**config.mk**
```make
export PLATFORM = sky130hd
export DESIGN_NAME = usb_fifo_sched
export DESIGN_NICKNAME = d
export VERILOG_FILES = /design/src/rtl/usb_fifo_sched.sv
export SDC_FILE = /design/constraint.sdc
export NUM_CORES = 1
export LEC_CHECK = 0
export ABC_AREA = 1
export BUFFER_PORTS_ARGS = -buffer_cell sky130_fd_sc_hd__buf_2
export CAP_MARGIN = 30
export CORE_ASPECT_RATIO = 2
export CORE_MARGIN = 2
export CORE_UTILIZATION = 40
export DETAILED_ROUTE_END_ITERATION = 8
export MAX_ROUTING_LAYER = met4
export PLACE_DENSITY = 0.68
export SLEW_MARGIN = 20
export SYNTH_ARGS = -nofsm -noshare
export SYNTH_HDL_FRONTEND = slang
export SYNTH_SLANG_ARGS = --single-unit
```
**constraint.sdc**
```tcl
create_clock -name CLKOUT -period 2.9 [get_ports CLKOUT]
set_clock_uncertainty 0.2 [all_clocks]
set_input_delay 0.435 -clock CLKOUT [delete_from_list [all_inputs] [get_ports CLKOUT]]
set_output_delay 0.435 -clock CLKOUT [all_outputs]
set_load 0.01 [all_outputs]
```
**src/rtl/usb_fifo_sched.sv**
```systemverilog
// FX2LP slave-FIFO scheduler: time-shares the FD bus between draining EP2 OUT
// and filling EP6 IN, with round-robin grants and bursts bounded by BURST_MAX.
`timescale 1ns/1ps

module usb_fifo_sched #(
  parameter int unsigned BURST_MAX = 256
) (
  input  logic        CLKOUT,
  input  logic        rst_n,
  input  logic        FLAGA,
  input  logic        FLAGD,
  output logic        SLRD,
  output logic        SLWR,
  output logic        SLOE,
  output logic        PKTEND,
  output logic [1:0]  FIFOADR,
  input  logic [15:0] FD_i,
  output logic [15:0] FD_o,
  output logic        FD_oe,
  output logic [15:0] rx_data,
  output logic        rx_valid,
  input  logic        rx_ready,
  input  logic [15:0] tx_data,
  input  logic        tx_valid,
  output logic        tx_ready,
  input  logic        tx_flush
);

  typedef enum logic [2:0] {
    S_IDLE,
    S_SEL_RD,
    S_RD_OE,
    S_READ,
    S_SEL_WR,
    S_WRITE,
    S_PKTEND
  } state_e;

  localparam logic [1:0]  ADDR_EP2  = 2'b00;
  localparam logic [1:0]  ADDR_EP6  = 2'b10;
  localparam logic [16:0] BURST_LIM = 17'(BURST_MAX);

  state_e      state_q, state_d;
  logic        last_wr_q, last_wr_d;
  logic        flush_pend_q, flush_pend_d;
  logic [15:0] count_q, count_d;
  logic [1:0]  fifoadr_q, fifoadr_d;

  logic        rd_req, wr_req;
  logic [16:0] count_inc;
  logic        burst_done;

  assign rd_req     = FLAGA;
  assign wr_req     = tx_valid | flush_pend_q;
  assign count_inc  = {1'b0, count_q} + 17'd1;
  assign burst_done = (count_inc == BURST_LIM);
  assign FIFOADR    = fifoadr_q;

  // A flush arriving in the very cycle PKTEND retires the old one must survive.
  assign flush_pend_d = tx_flush | (flush_pend_q & (state_q != S_PKTEND));

  always_comb begin
    // NOTE: every signal gets a default before the case so no latch is inferred.
    state_d   = state_q;
    last_wr_d = last_wr_q;
    fifoadr_d = fifoadr_q;
    count_d   = count_q;
    SLRD      = 1'b1;
    SLWR      = 1'b1;
    SLOE      = 1'b1;
    PKTEND    = 1'b1;
    FD_oe     = 1'b0;
    FD_o      = '0;
    rx_data   = '0;
    rx_valid  = 1'b0;
    tx_ready  = 1'b0;

    unique case (state_q)
      S_IDLE: begin
        // Contended grant goes to the side that did not win last time.
        if (rd_req && (!wr_req || last_wr_q)) begin
          state_d   = S_SEL_RD;
          last_wr_d = 1'b0;
          fifoadr_d = ADDR_EP2;
          count_d   = '0;
        end else if (wr_req) begin
          state_d   = S_SEL_WR;
          last_wr_d = 1'b1;
          fifoadr_d = ADDR_EP6;
          count_d   = '0;
        end
      end

      S_SEL_RD: state_d = S_RD_OE;

      S_RD_OE: begin
        SLOE    = 1'b0;
        state_d = S_READ;
      end

      S_READ: begin
        SLOE     = 1'b0;
        rx_data  = FD_i;
        rx_valid = FLAGA;
        SLRD     = ~(FLAGA & rx_ready);
        if (!FLAGA) begin
          state_d = S_IDLE;
        end else if (rx_ready) begin
          count_d = count_inc[15:0];
          if (burst_done) state_d = S_IDLE;
        end
      end

      S_SEL_WR: state_d = S_WRITE;

      S_WRITE: begin
        FD_oe    = 1'b1;
        FD_o     = tx_data;
        tx_ready = FLAGD;
        SLWR     = ~(tx_valid & FLAGD);
        if (!FLAGD) begin
          state_d = S_IDLE;
        end else if (tx_valid) begin
          count_d = count_inc[15:0];
          if (burst_done) state_d = S_IDLE;
        end else begin
          state_d = flush_pend_q ? S_PKTEND : S_IDLE;
        end
      end

      S_PKTEND: begin
        FD_oe   = 1'b1;
        PKTEND  = 1'b0;
        state_d = S_IDLE;
      end

      default: state_d = S_IDLE;
    endcase
  end

  // Strobes decode from state_q, so an async reset releases them immediately.
  always_ff @(posedge CLKOUT or negedge rst_n) begin
    if (!rst_n) begin
      state_q      <= S_IDLE;
      last_wr_q    <= 1'b1;
      flush_pend_q <= 1'b0;
      count_q      <= '0;
      fifoadr_q    <= ADDR_EP2;
    end else begin
      // NOTE: non-blocking here so every register samples pre-edge values.
      state_q      <= state_d;
      last_wr_q    <= last_wr_d;
      flush_pend_q <= flush_pend_d;
      count_q      <= count_d;
      fifoadr_q    <= fifoadr_d;
    end
  end

endmodule

```
# Word level (Yosys, flattened, before mapping)
# Cells that the tools add are included.
# Widths: inputs -> output; s select.
# op_classes
n_addsub	1
eq_ne	14
mux	29
n_bitwise	7
reduce_logical	11
# op_table
cell	count
$mux 16	8
$pmux 16 s3	1
$mux 3	8
$pmux 3 s6	1
$add 16x1->17 const B	1
$eq 17x9->1 const B	1
$eq 3x3->1 const B	3
$mux 1	9
$ne 3x3->1 const B	3
$ne 2x2->1 const B	4
$eq 3x2->1 const B	2
$reduce_and 6->1	1
$mux 2	2
$reduce_and 2->1	2
$reduce_or 2->1	2
$and 1x1->1	3
$eq 3x1->1 const B	1
$logic_not 3->1	1
$reduce_bool 3->1	1
$not 1->1	2
$or 1x1->1	2
$reduce_bool 2->1	1
$logic_and 1x1->1	1
$logic_not 1->1	1
$logic_or 1x1->1	1
# word_totals
reg_bits	23
output_inout_bits	41
elab_cells	67

# Depth between registers and ports, before layout
# Gate-level depths: netlist (run 1).
# logic_depth
word_depth	6
mapped_depth	15
ltp_nobuf	15

# Worst setup path after synthesis (run 1)
# No wires, ideal clock.
# synth_path
path_kind	register to register
startpoint	register count_q[0]
endpoint	register state_q[0]
setup_ns	0.116
arrival_time_ns	1.612
required_ns	2.584
path_slack_ns	0.972
stages_incl_launch_ff	15
n_path_buf	0
synth_period_minus_slack_ns	1.928
cell_sequence	dfrtp_1 > ha_1 > nand3_1 > nor2_1 > nand3_1 > nand2_1 > nand2_1 > inv_1 > nand2_1 > nor2_1 > nand2_1 > nand2_1 > nand2_1 > nand2_1 > nand2_1
# synth_between
elab_chain_cells	6
word_cells_on_any_way	8
classes_between	add/sub: 1; eq/ne: 1; mux: 6
# synth_rtl
item	line_no	rtl
from (decl)	46	logic [15:0] count_q, count_d;
from (signal assigned)	154	count_q <= count_d;
$add 16x1->17 *	55	assign count_inc = {1'b0, count_q} + 17'd1;
$eq 17x9->1 *	56	assign burst_done = (count_inc == BURST_LIM);
$mux 3 *	--	
$mux 3 (on tied branches) (2 in a row)	--	
$pmux 3 s6 *	--	
to (signal assigned)	151	state_q <= state_d;
to (decl)	43	state_e state_q, state_d;
# Mark *: on every way between the ends. The rest lies on a longest branch, timed or not. The select of a mux whose other input is x is not followed.
# A chain may end at the register's enable or synchronous reset.

# Final worst setup path (run 1)
# layout_path
startpoint	register state_q[2]
endpoint	register count_q[14]
# layout_between
elab_chain_cells	3
word_cells_on_any_way	11
classes_between	eq/ne: 7; mux: 1; reduce/logical: 3
# layout_rtl
item	line_no	rtl
$eq 3x3->1, or another cell as far along	78	unique case (state_q)
$ne 2x2->1 (no line), or another cell as far along	--	
$reduce_and 6->1 (no line)	--	
# Several ways; a longest one is shown, not always the timed one.

==> results of run 1 <==
[metal layers]
| layer | routed length, µm | share of wire | global-route usage | up-vias |
|---|---|---|---|---|
| li1 | - | - | - | 1129 |
| met3 | 258 | 0.049 | 0.0130 | 6 |
| met4 | 53 | 0.010 | 0.0533 | 0 |
| met2 | 2810 | 0.54 | 0.323 | 60 |
| met1 | 2110 | 0.40 | 0.248 | 996 |
| met5 | 0 | 0 | - | - |
[worst max-delay path, stage by stage, from the launching register on]
cell     delay (ps)
dfrtp_1         450
inv_2           110
nand3_2         300
nor2_4          240
nand2_1         120
a31oi_4         340
nand2_2         290
o22ai_1         240
[state kept, by name, indices dropped and copies added (netlist names)]
| name | cells |
|---|---|
| flush_pend_q | 1 |
| last_wr_q | 1 |
| count_q | 16 |
| state_q | 3 |
| FIFOADR | 1 |
[timing repair]
item,CTS,global route
setup buffers,0,0
setup endpoints to repair,0,0
hold buffers,1,0
hold endpoints to repair,21,0
[cell usage in the layout (no fill, tap or decap), drive strengths merged, types with 2 or more instances in the layout]
cell type,synthesis,routed
nor3,7,7
clkbuf,1,3
nand4,7,7
inv,80,80
ha,2,2
nand2,84,84
o21ai,10,10
dfrtp,21,21
nor2,69,69
o22ai,11,11
nand3,19,19
buf,6,79
[area by class of cell]
class | count | share of cell area
clock inverter | 1 | 0.0122
clock buffer | 3 | 0.0168
sequential | 22 | 0.224
tap | 57 | 0.0290
timing repair buffer | 80 | 0.166
inverter | 80 | 0.122
multi-input combinational | 217 | 0.430
[power by group]
part | total [mW] | switching [mW] | internal [mW]
Clock | 0.291 | 0.107 | 0.184
Sequential | 0.412 | 0.0531 | 0.359
Combinational | 0.613 | 0.399 | 0.214
[through the flow]
stage          hold WS, ps  total power [mW]
2_1_floorplan        -60.6             0.840
3_3_place_gp           238              1.02
3_5_place_dp           246              1.03
4_1_cts                135              1.33
5_1_grt                152              1.43
6_report               139              1.32
[logic make-up after synthesis]
group,count (synthesis),share of synthesized area
other,1,0.00191
xor gates and xnor gates,1,0.00447
and+or+nand+nor,187,0.420
AOI/OAI and AO/OA,25,0.0958
buffers and inverters,87,0.178
adders and majority gates,2,0.0128
DFF,22,0.282
muxes,1,0.00511
[final timing paths]
| kind | startpoint | to | cells after the start |
|---|---|---|---|
| setup / recovery | state_q[2]$_DFFE_PN0P_ | count_q[14]$_DFFE_PN0P_ | 7 |
| hold / removal | tx_flush | flush_pend_q$_DFF_PN0_ | 2 |
| setup reg to reg | state_q[2]$_DFFE_PN0P_ | count_q[14]$_DFFE_PN0P_ | 7 |
| hold reg to reg | last_wr_q$_DFFE_PN1P_ | last_wr_q$_DFFE_PN1P_ | 2 |
| max in group asynchronous | rst_n | last_wr_q$_DFFE_PN1P_ | 2 |
| min in group asynchronous | rst_n | count_q[13]$_DFFE_PN0P_ | 2 |
==> qor.tcl, run 1 <==
set qor(post-dp-hpwl_um) 4250
set qor(synth-warning-count) 0
set qor(start_util) 0.410
set qor(critical_path_class) {flip-flop to flip-flop}
set qor(die-height_um) 103
set qor(num_rows) 36
set qor(power.density_mw_per_mm2) 535
set qor(synth.yosys.seq_area_share) 0.282
set qor(drc_errors) 0
set qor(pre_cts_ws_ps) 530
set qor(grt_max_degree) 23
set qor(syn-mean-instance-area_um2) 6.01
set qor(post-route-period-util) 0.822
set qor(holdCritPathClass) {primary input to flip-flop}
set qor(count_of_input_and_output_buffers) 78
set qor(clk_latency_ps) 270
set qor(postCtsResizedCells) 0
set qor(maximum_count_of_clock_buffers_along_a_single_path) 2
set qor(share_of_yosys_cell_area_claimed_by_the_top_area_cell_type) 0.268
set qor(synth_async_sr_flop_share) 1.00
set qor(power.static_leakage_nw) 1.49
set qor(die_w_um) 53.5
set qor(postSynthCellCount) 326
set qor(yosys.cell_count.top_type) {nand2_1}
set qor(ys_ff_latch) 22
set qor(drt.antenna.violating_nets) 0
set qor(worst_slew_pin_slew_ps) 527
set qor(hold_viol_final) 0
set qor(min_period_ps) 2380
set qor(peakVddDrop_uv) 570
set qor(final.setup.worst_slack_ps) 516
set qor(setup_viol) 0
set qor(maxCapViolCount) 0
set qor(route.final.wire_length_um) 5230
set qor(synth_area_mm2) 0.00196
set qor(multi_input_area_mm2) 0.00106
set qor(layout-drive-gt1-share) 0.261
set qor(crit_path_end_kind) {flip-flop}
set qor(design.portCount) 80
set qor(first_pass_iters) 4
set qor(tritoncts.num_buffers) 3
set qor(timing.setup.tns_ps) 0
set qor(avgRoutedWirePerCell_um) 11.4
set qor(worst-r2r-setup-slack_ps) 520
set qor(num_antenna_cells) 0
set qor(syn-num-nets) 367
set qor(layout.area.seq_um2) 552
set qor(dominantRegCellSynth) {dfrtp_1}
set qor(via_per_inst) 4.76
set qor(synth_top_cell_by_area) {dfrtp_1}
set qor(synth_edf_count) 0
set qor(synth.cells.most_frequent) {nand2_1, inv_1, nor2_1, dfrtp_1, nand3_1}
set qor(max_freq_ghz) 0.420
set qor(critical_path_arrival_ps) 2350
set qor(number_of_antenna_violations_at_the_first_check_in_global_routing) 0
set qor(cts.sink_count) 22
set qor(placed_area_mm2) 0.00238
set qor(fp.dieArea_mm2) 0.00551
set qor(rd_place_congestion) 0.937
set qor(synth.lib_cells_used.distinct) 31
set qor(fillerInstances) 500
set qor(vias) 2191
set qor(finalInstanceArea_mm2) 0.00246
set qor(slew_violations) 0
set qor(worst_slew_margin_rel) 0.649
set qor(post_synth_main_area_contributors) {dfrtp_1, nand2_1, inv_1}
set qor(setup.worst_path.start_class) {flip-flop}
set qor(vias_in_the_first_global_route) 1894
set qor(areaGrowthSynthToFinish_pct) 25.6
set qor(tritoncts) {built}
set qor(cts_root_buf) {clkbuf_8}
set qor(grt_pass1_wl_um) 8030
set qor(gr-total-overflow) 0
set qor(grtUsageTotal) 0.194
set qor(placed_cells_incl_taps) 455
set qor(rsz0062_at_grt) {false}
set qor(floorplan.core_area_mm2) 0.00477
set qor(post_layout_nonfiller_instances) 460
set qor(htree_levels) 1
set qor(status) {completed}
set qor(cp_max_fo) 19
set qor(fin_util) 0.515
set qor(drt-initial-drc-count) 57
set qor(cts.clk_slew.worst_paths_ps) 90
set qor(timing.critical_path.required_ps) 2870
set qor(number_of_nets_in_the_finished_design) 445
Note: power is estimated with default switching activity, not from simulation.
==> inputs of run 2 (changes only) <==
- clock period: 2.9 -> 2.35 ns (I/O delays scaled with it)
==> run 2 against run 1 <==
Core utilization is 0.31 points lower. Critical endpoint is now state_q[0]$_DFFE_PN0P_. Via count is 2.6% lower. Combinational power is 23% higher. Global-route usage is 0.67 points lower. Highest routed layer unchanged. Design area is 0.61% lower.
==> qor.tcl, run 2 (synthesized netlist as in run 1, its figures left out) <==
set qor(status) {completed}
set qor(holdCritPathClass) {primary input to flip-flop}
set qor(fillerInstances) 502
set qor(peakVddDrop_uv) 483
set qor(cp_cell_sequence) {ha_2 > nand3_1 > nor2_1 > nand3_1 > nand2_1 > nand2_1 > inv_1 > nand2_1 > nor2_1 > nand2_1 > nand2_1 > nand2_1 > nand2_1 > nand2_1}
set qor(floorplan.core_area_mm2) 0.00477
set qor(grt_max_degree) 23
set qor(vias_in_the_first_global_route) 1824
set qor(critical_path_arrival_ps) 2060
set qor(vias) 2134
set qor(number_of_antenna_violations_at_the_first_check_in_global_routing) 0
set qor(design.portCount) 80
set qor(hold_viol_final) 0
set qor(gr-total-overflow) 0
set qor(via_per_inst) 4.63
set qor(critical_path_buf_inv_count) 1
set qor(drt-initial-drc-count) 57
set qor(setup_viol) 0
set qor(post-dp-hpwl_um) 4060
set qor(power.density_mw_per_mm2) 617
set qor(worst_slew_margin_rel) 0.662
set qor(reg.largest.list) {count_q x16, state_q x3}
set qor(worst_slew_pin_slew_ps) 506
set qor(avgRoutedWirePerCell_um) 10.9
set qor(min_period_ps) 2100
set qor(setup.worst_path.start_class) {flip-flop}
set qor(timing.critical_path.required_ps) 2310
set qor(rsz0062_at_grt) {false}
set qor(maximum_count_of_clock_buffers_along_a_single_path) 2
set qor(post_layout_nonfiller_instances) 461
set qor(rd_place_congestion) 0.927
set qor(die_w_um) 53.5
set qor(maxCapViolCount) 0
set qor(grt_pass1_wl_um) 7650
set qor(count_of_input_and_output_buffers) 78
set qor(fin_total_pwr_mw) 1.51
set qor(layout_common_cells) {nand2_1, buf_2, inv_1, nor2_1, dfrtp_1}
set qor(num_antenna_cells) 0
set qor(power.static_leakage_nw) 1.48
set qor(finalInstanceArea_mm2) 0.00245
set qor(number_of_nets_in_the_finished_design) 446
set qor(timing.critical_path.slowest_stage_cell) {dfrtp_1}
set qor(areaGrowthSynthToFinish_pct) 24.8
set qor(first_pass_iters) 5
set qor(slew_violations) 0
set qor(crit_path_end_kind) {flip-flop}
set qor(clk_latency_ps) 260
set qor(route.final.wire_length_um) 5050
set qor(num_rows) 36
set qor(crit_family) {simple AND/OR/NAND/NOR gates}
set qor(post-route-period-util) 0.895
set qor(grtUsageTotal) 0.187
set qor(layout-drive-gt1-share) 0.265
set qor(timing.setup.tns_ps) 0
set qor(largest_register_ffs) 16
set qor(tritoncts.num_buffers) 3
set qor(cp_max_fo) 6
set qor(htree_levels) 1
set qor(setup_bufs_post_cts) 0
set qor(cts.sink_count) 22
set qor(critical_path_class) {flip-flop to flip-flop}
set qor(drc_errors) 0
set qor(fp.dieArea_mm2) 0.00551
set qor(placed_area_mm2) 0.00239
set qor(max_freq_ghz) 0.475
set qor(drt.antenna.violating_nets) 0
set qor(tritoncts) {built}
set qor(cts.clk_slew.worst_paths_ps) 80
set qor(placed_cells_incl_taps) 456
set qor(registers.top_by_ff_count) {count_q}
set qor(worst_path_most_repeated_cell) {nand2_1}
set qor(cts_root_buf) {clkbuf_8}
set qor(die-height_um) 103
set qor(layout_commonest_cell) {nand2_1}
set qor(start_util) 0.410
set qor(slowest_stage_delay_cp_ps) 430
[run 2: cell count changes in the layout (fill, tap and decap cells not counted), sizes merged]
cell    before  now
buf         79   80
clkbuf       3    4
bufinv       1    0
[run 2: area by class of cell]
| type | instances | area (µm²) | area share |
|---|---|---|---|
| flip-flops and latches | 22 | 553 | 0.226 |
| inverters | 80 | 300 | 0.123 |
| clock buffers | 4 | 45.0 | 0.0184 |
| repair buffers | 81 | 415 | 0.170 |
| multi-input cells | 217 | 1060 | 0.434 |
| well taps | 57 | 71.3 | 0.0292 |
[run 2: routing by layer]
layer	global-route usage	part of all wire	vias up
li1	-	-	1138
met1	0.246	0.44	930
met2	0.295	0.50	55
met3	0.0217	0.040	11
met4	0.0592	0.020	0
met5	-	0	-
[run 2: report_power, final]
part	internal [mW]	total, mW	switching [mW]
combinational	0.270	0.752	0.483
sequential	0.444	0.512	0.0674
clock	0.121	0.244	0.123
[run 2: path summary, 6_finish.rpt]
path                                   startpoint                 endpoint  slack (ps)  depth (start not counted)
setup / recovery           count_q[1]$_DFFE_PN0P_   state_q[0]$_DFFE_PN0P_         250                         14
hold / removal                           tx_flush   flush_pend_q$_DFF_PN0_          70                          2
setup reg to reg           count_q[1]$_DFFE_PN0P_   state_q[0]$_DFFE_PN0P_         250                         14
hold reg to reg             last_wr_q$_DFFE_PN1P_    last_wr_q$_DFFE_PN1P_         280                          2
max in group asynchronous                   rst_n   count_q[0]$_DFFE_PN0P_        1200                          2
min in group asynchronous                   rst_n  count_q[10]$_DFFE_PN0P_         390                          2
[run 2: per-stage QoR]
stage	utilization	setup WS [ps]	hold slack, ps
2_1_floorplan	-	422	-143
3_3_place_gp	0.500	293	147
3_5_place_dp	0.500	195	153
4_1_cts	0.512	176	70.7
5_1_grt	0.512	19.2	69.4
6_report	0.512	246	73.9
[run 2: repair_timing]
action | CTS | global route
endpoints found under the setup margin | 0 | 3
hold buffers | 1 | 0
hold endpoints to repair | 21 | 0
gates resized for setup | 0 | 2
[run 2: worst register-to-register path, cell delays in order (launching register included)]
cell	delay, ps
dfrtp_1	430
ha_2	260
nand3_1	170
nor2_1	210
nand3_1	90
nand2_1	60
nand2_1	60
inv_1	70
nand2_1	50
nor2_1	100
nand2_1	80
nand2_1	70
nand2_1	50
nand2_1	60
nand2_1	40
==> inputs of run 3 (changes only) <==
- PLACE_DENSITY: 0.68 -> 0.71
- clock period: 2.35 -> 1.89 ns (I/O delays scaled with it)
==> run 3 against run 2 <==
The run now ends with negative setup slack left. Via count is 20% higher. Clock-buffer cell count stayed put. Register-to-register slack worse by 420 ps. Non-clock buffer count is 45 higher. Sequential power is 26% higher. Global-route usage is 1.5 points higher. First-iteration DRC count is 72% higher. Die area stayed put.
==> qor.tcl, run 3 (synthesized netlist as in run 1, its figures left out) <==
set qor(gr-total-overflow) 0
set qor(vias) 2566
set qor(post-dp-hpwl_um) 4040
set qor(reg.largest.list) {count_q x16, state_q x3}
set qor(combinationalPowerShare) 0.662
set qor(rd_place_congestion) 0.944
set qor(maxUsedRoutingLayer) {met4}
set qor(die-height_um) 103
set qor(grtUsageTotal) 0.202
set qor(worst_hold_path.endpoint) {state_q[0]$_DFFE_PN0P_}
set qor(hold_viol_final) 0
set qor(maximum_count_of_clock_buffers_along_a_single_path) 2
set qor(power.density_mw_per_mm2) 856
set qor(timing.setup.tns_ps) -1760
set qor(timing.hold.worst.start) {rx_ready}
set qor(drc_errors) 0
set qor(failed_checks) {negative setup slack}
set qor(number_of_nets_in_the_finished_design) 492
set qor(min_period_ps) 2060
set qor(fillerInstances) 360
set qor(maxCapViolCount) 0
set qor(critical_path_class) {flip-flop to flip-flop}
set qor(fp.dieArea_mm2) 0.00551
set qor(final.setup.worst_slack_ps) -172
set qor(reg2reg_to) {state_q[2]$_DFFE_PN0P_}
set qor(start_util) 0.410
set qor(tritoncts.num_buffers) 3
set qor(htree_levels) 1
set qor(setup_viol) 30
set qor(worst_slew_margin_rel) 0.664
set qor(cts_root_buf) {clkbuf_8}
set qor(post-route-period-util) 1.09
set qor(design.portCount) 80
set qor(switching_portion_of_total_power) 0.444
set qor(num_antenna_cells) 0
set qor(fin_util) 0.693
set qor(number_of_antenna_violations_at_the_first_check_in_global_routing) 0
set qor(largest_register_ffs) 16
set qor(registers.top_by_ff_count) {count_q}
set qor(peakVddDrop_uv) 1130
set qor(worst_path_most_repeated_cell) {nand2_1}
set qor(min_path_cells) 4
set qor(status) {complete, but fails checks}
set qor(max_freq_ghz) 0.485
set qor(clk_latency_ps) 270
set qor(fin_total_pwr_mw) 2.83
set qor(slew_violations) 0
set qor(total_switching_power_mw) 1.26
set qor(p_int_mw) 1.58
set qor(grt_max_degree) 23
set qor(layout_common_cells) {inv_1, nand2_1, buf_2, nor2_1, buf_4}
set qor(count_of_input_and_output_buffers) 78
set qor(route.final.wire_length_um) 7240
set qor(clockPowerShare) 0.110
set qor(layout_commonest_cell) {inv_1}
set qor(p_seq_frac) 0.228
set qor(floorplan.core_area_mm2) 0.00477
set qor(via_per_inst) 5.06
set qor(areaGrowthSynthToFinish_pct) 68.9
set qor(first_pass_iters) 8
set qor(timing.critical_path.slowest_stage_cell) {dfrtp_2}
set qor(critical_path_arrival_ps) 2030
set qor(cp_max_fo) 8
set qor(holdCritPathClass) {primary input to flip-flop}
set qor(worst_slew_pin_slew_ps) 504
set qor(layout-drive-gt1-share) 0.458
set qor(cts.clk_slew.worst_paths_ps) 80
set qor(setup.worst_path.start_class) {flip-flop}
set qor(vias_in_the_first_global_route) 1981
set qor(worst-r2r-setup-slack_ps) -170
set qor(met3RoutedLength_um) 381
set qor(cp_cell_sequence) {nand2_2 > nor2_4 > buf_4 > nand2_1 > nand2_1 > nand2_1 > inv_1 > nor2_1 > nand2_1 > nor2_1 > nand3_1 > nand2_1 > a21boi_1}
set qor(avgRoutedWirePerCell_um) 14.3
set qor(rsz0062_at_grt) {true}
set qor(r2r-start) {count_q[2]$_DFFE_PN0P_}
set qor(worstRegToRegCells) 13
set qor(tritoncts) {built}
set qor(num_rows) 36
set qor(die_w_um) 53.5
set qor(grt_pass1_wl_um) 8510
set qor(drt.antenna.violating_nets) 0
set qor(wl_met1_um) 2740
set qor(hold_ws_ps) 109
set qor(met2_length_um) 3770
set qor(cts.sink_count) 22
set qor(timing.critical_path.required_ps) 1860
set qor(power.static_leakage_nw) 1.80
set qor(crit_path_end_kind) {flip-flop}
set qor(slowest_stage_delay_cp_ps) 440
set qor(drt-initial-drc-count) 98
==> run 3: timing repair <==
action,4_1_cts,5_1_grt
hold buffers,2,0
pin swaps,10,24
setup endpoints to repair,23,48
cloned,0,5
endpoints found under the hold margin,22,0
gates resized for setup,9,105
buffers inserted,6,15
==> run 3: power groups by stage <==
stage	Sequential [mW]	Combinational [mW]	Clock, mW
floorplan	0.635	0.662	0
global placement	0.641	1.03	0
detailed placement	0.644	1.04	0
CTS	0.642	1.06	0.313
global route	0.656	1.99	0.331
finish	0.645	1.88	0.312
==> run 3: final cells by class <==
class	count	area (µm²)	area share
Clock buffer	4	45.0	0.0136
Inverter	80	300	0.0907
Multi-Input combinational cell	218	1370	0.415
Sequential cell	22	561	0.169
Tap cell	57	71.3	0.0216
Timing Repair Buffer	126	960	0.290
==> run 3: worst max-delay path: cells and delay by family, from the launching register on <==
kind | cells | cell delay, ps
simple gates | 10 | 880
flops | 1 | 440
buf+inv | 2 | 250
compound gates | 1 | 180
==> run 3: per-layer routing <==
metal | up-vias | GRT usage
li1 | 1235 | -
met4 | 0 | 0.0375
met5 | - | -
met2 | 126 | 0.321
met1 | 1166 | 0.281
met3 | 39 | 0.0159
==> run 3: through the flow <==
| step | area (µm²) | std cells | worst slack [ps] |
|---|---|---|---|
| floorplan | 1970 | 326 | 33.6 |
| global placement | 2540 | 475 | -65.7 |
| detailed placement | 2540 | 475 | -80.8 |
| CTS | 2680 | 487 | -12.5 |
| global route | 3310 | 507 | -302 |
| finish | 3310 | 507 | -172 |
==> run 3: worst max-delay path by stage <==
stage,startpoint,end,cells past startpoint
finish,count_q[2]$_DFFE_PN0P_,state_q[2]$_DFFE_PN0P_,13
global route,count_q[7]$_DFFE_PN0P_,state_q[1]$_DFFE_PN0P_,13
detailed placement,count_q[0]$_DFFE_PN0P_,state_q[1]$_DFFE_PN0P_,14
global placement,count_q[0]$_DFFE_PN0P_,state_q[2]$_DFFE_PN0P_,11
floorplan,count_q[0]$_DFFE_PN0P_,state_q[0]$_DFFE_PN0P_,14
CTS,count_q[0]$_DFFE_PN0P_,state_q[1]$_DFFE_PN0P_,14
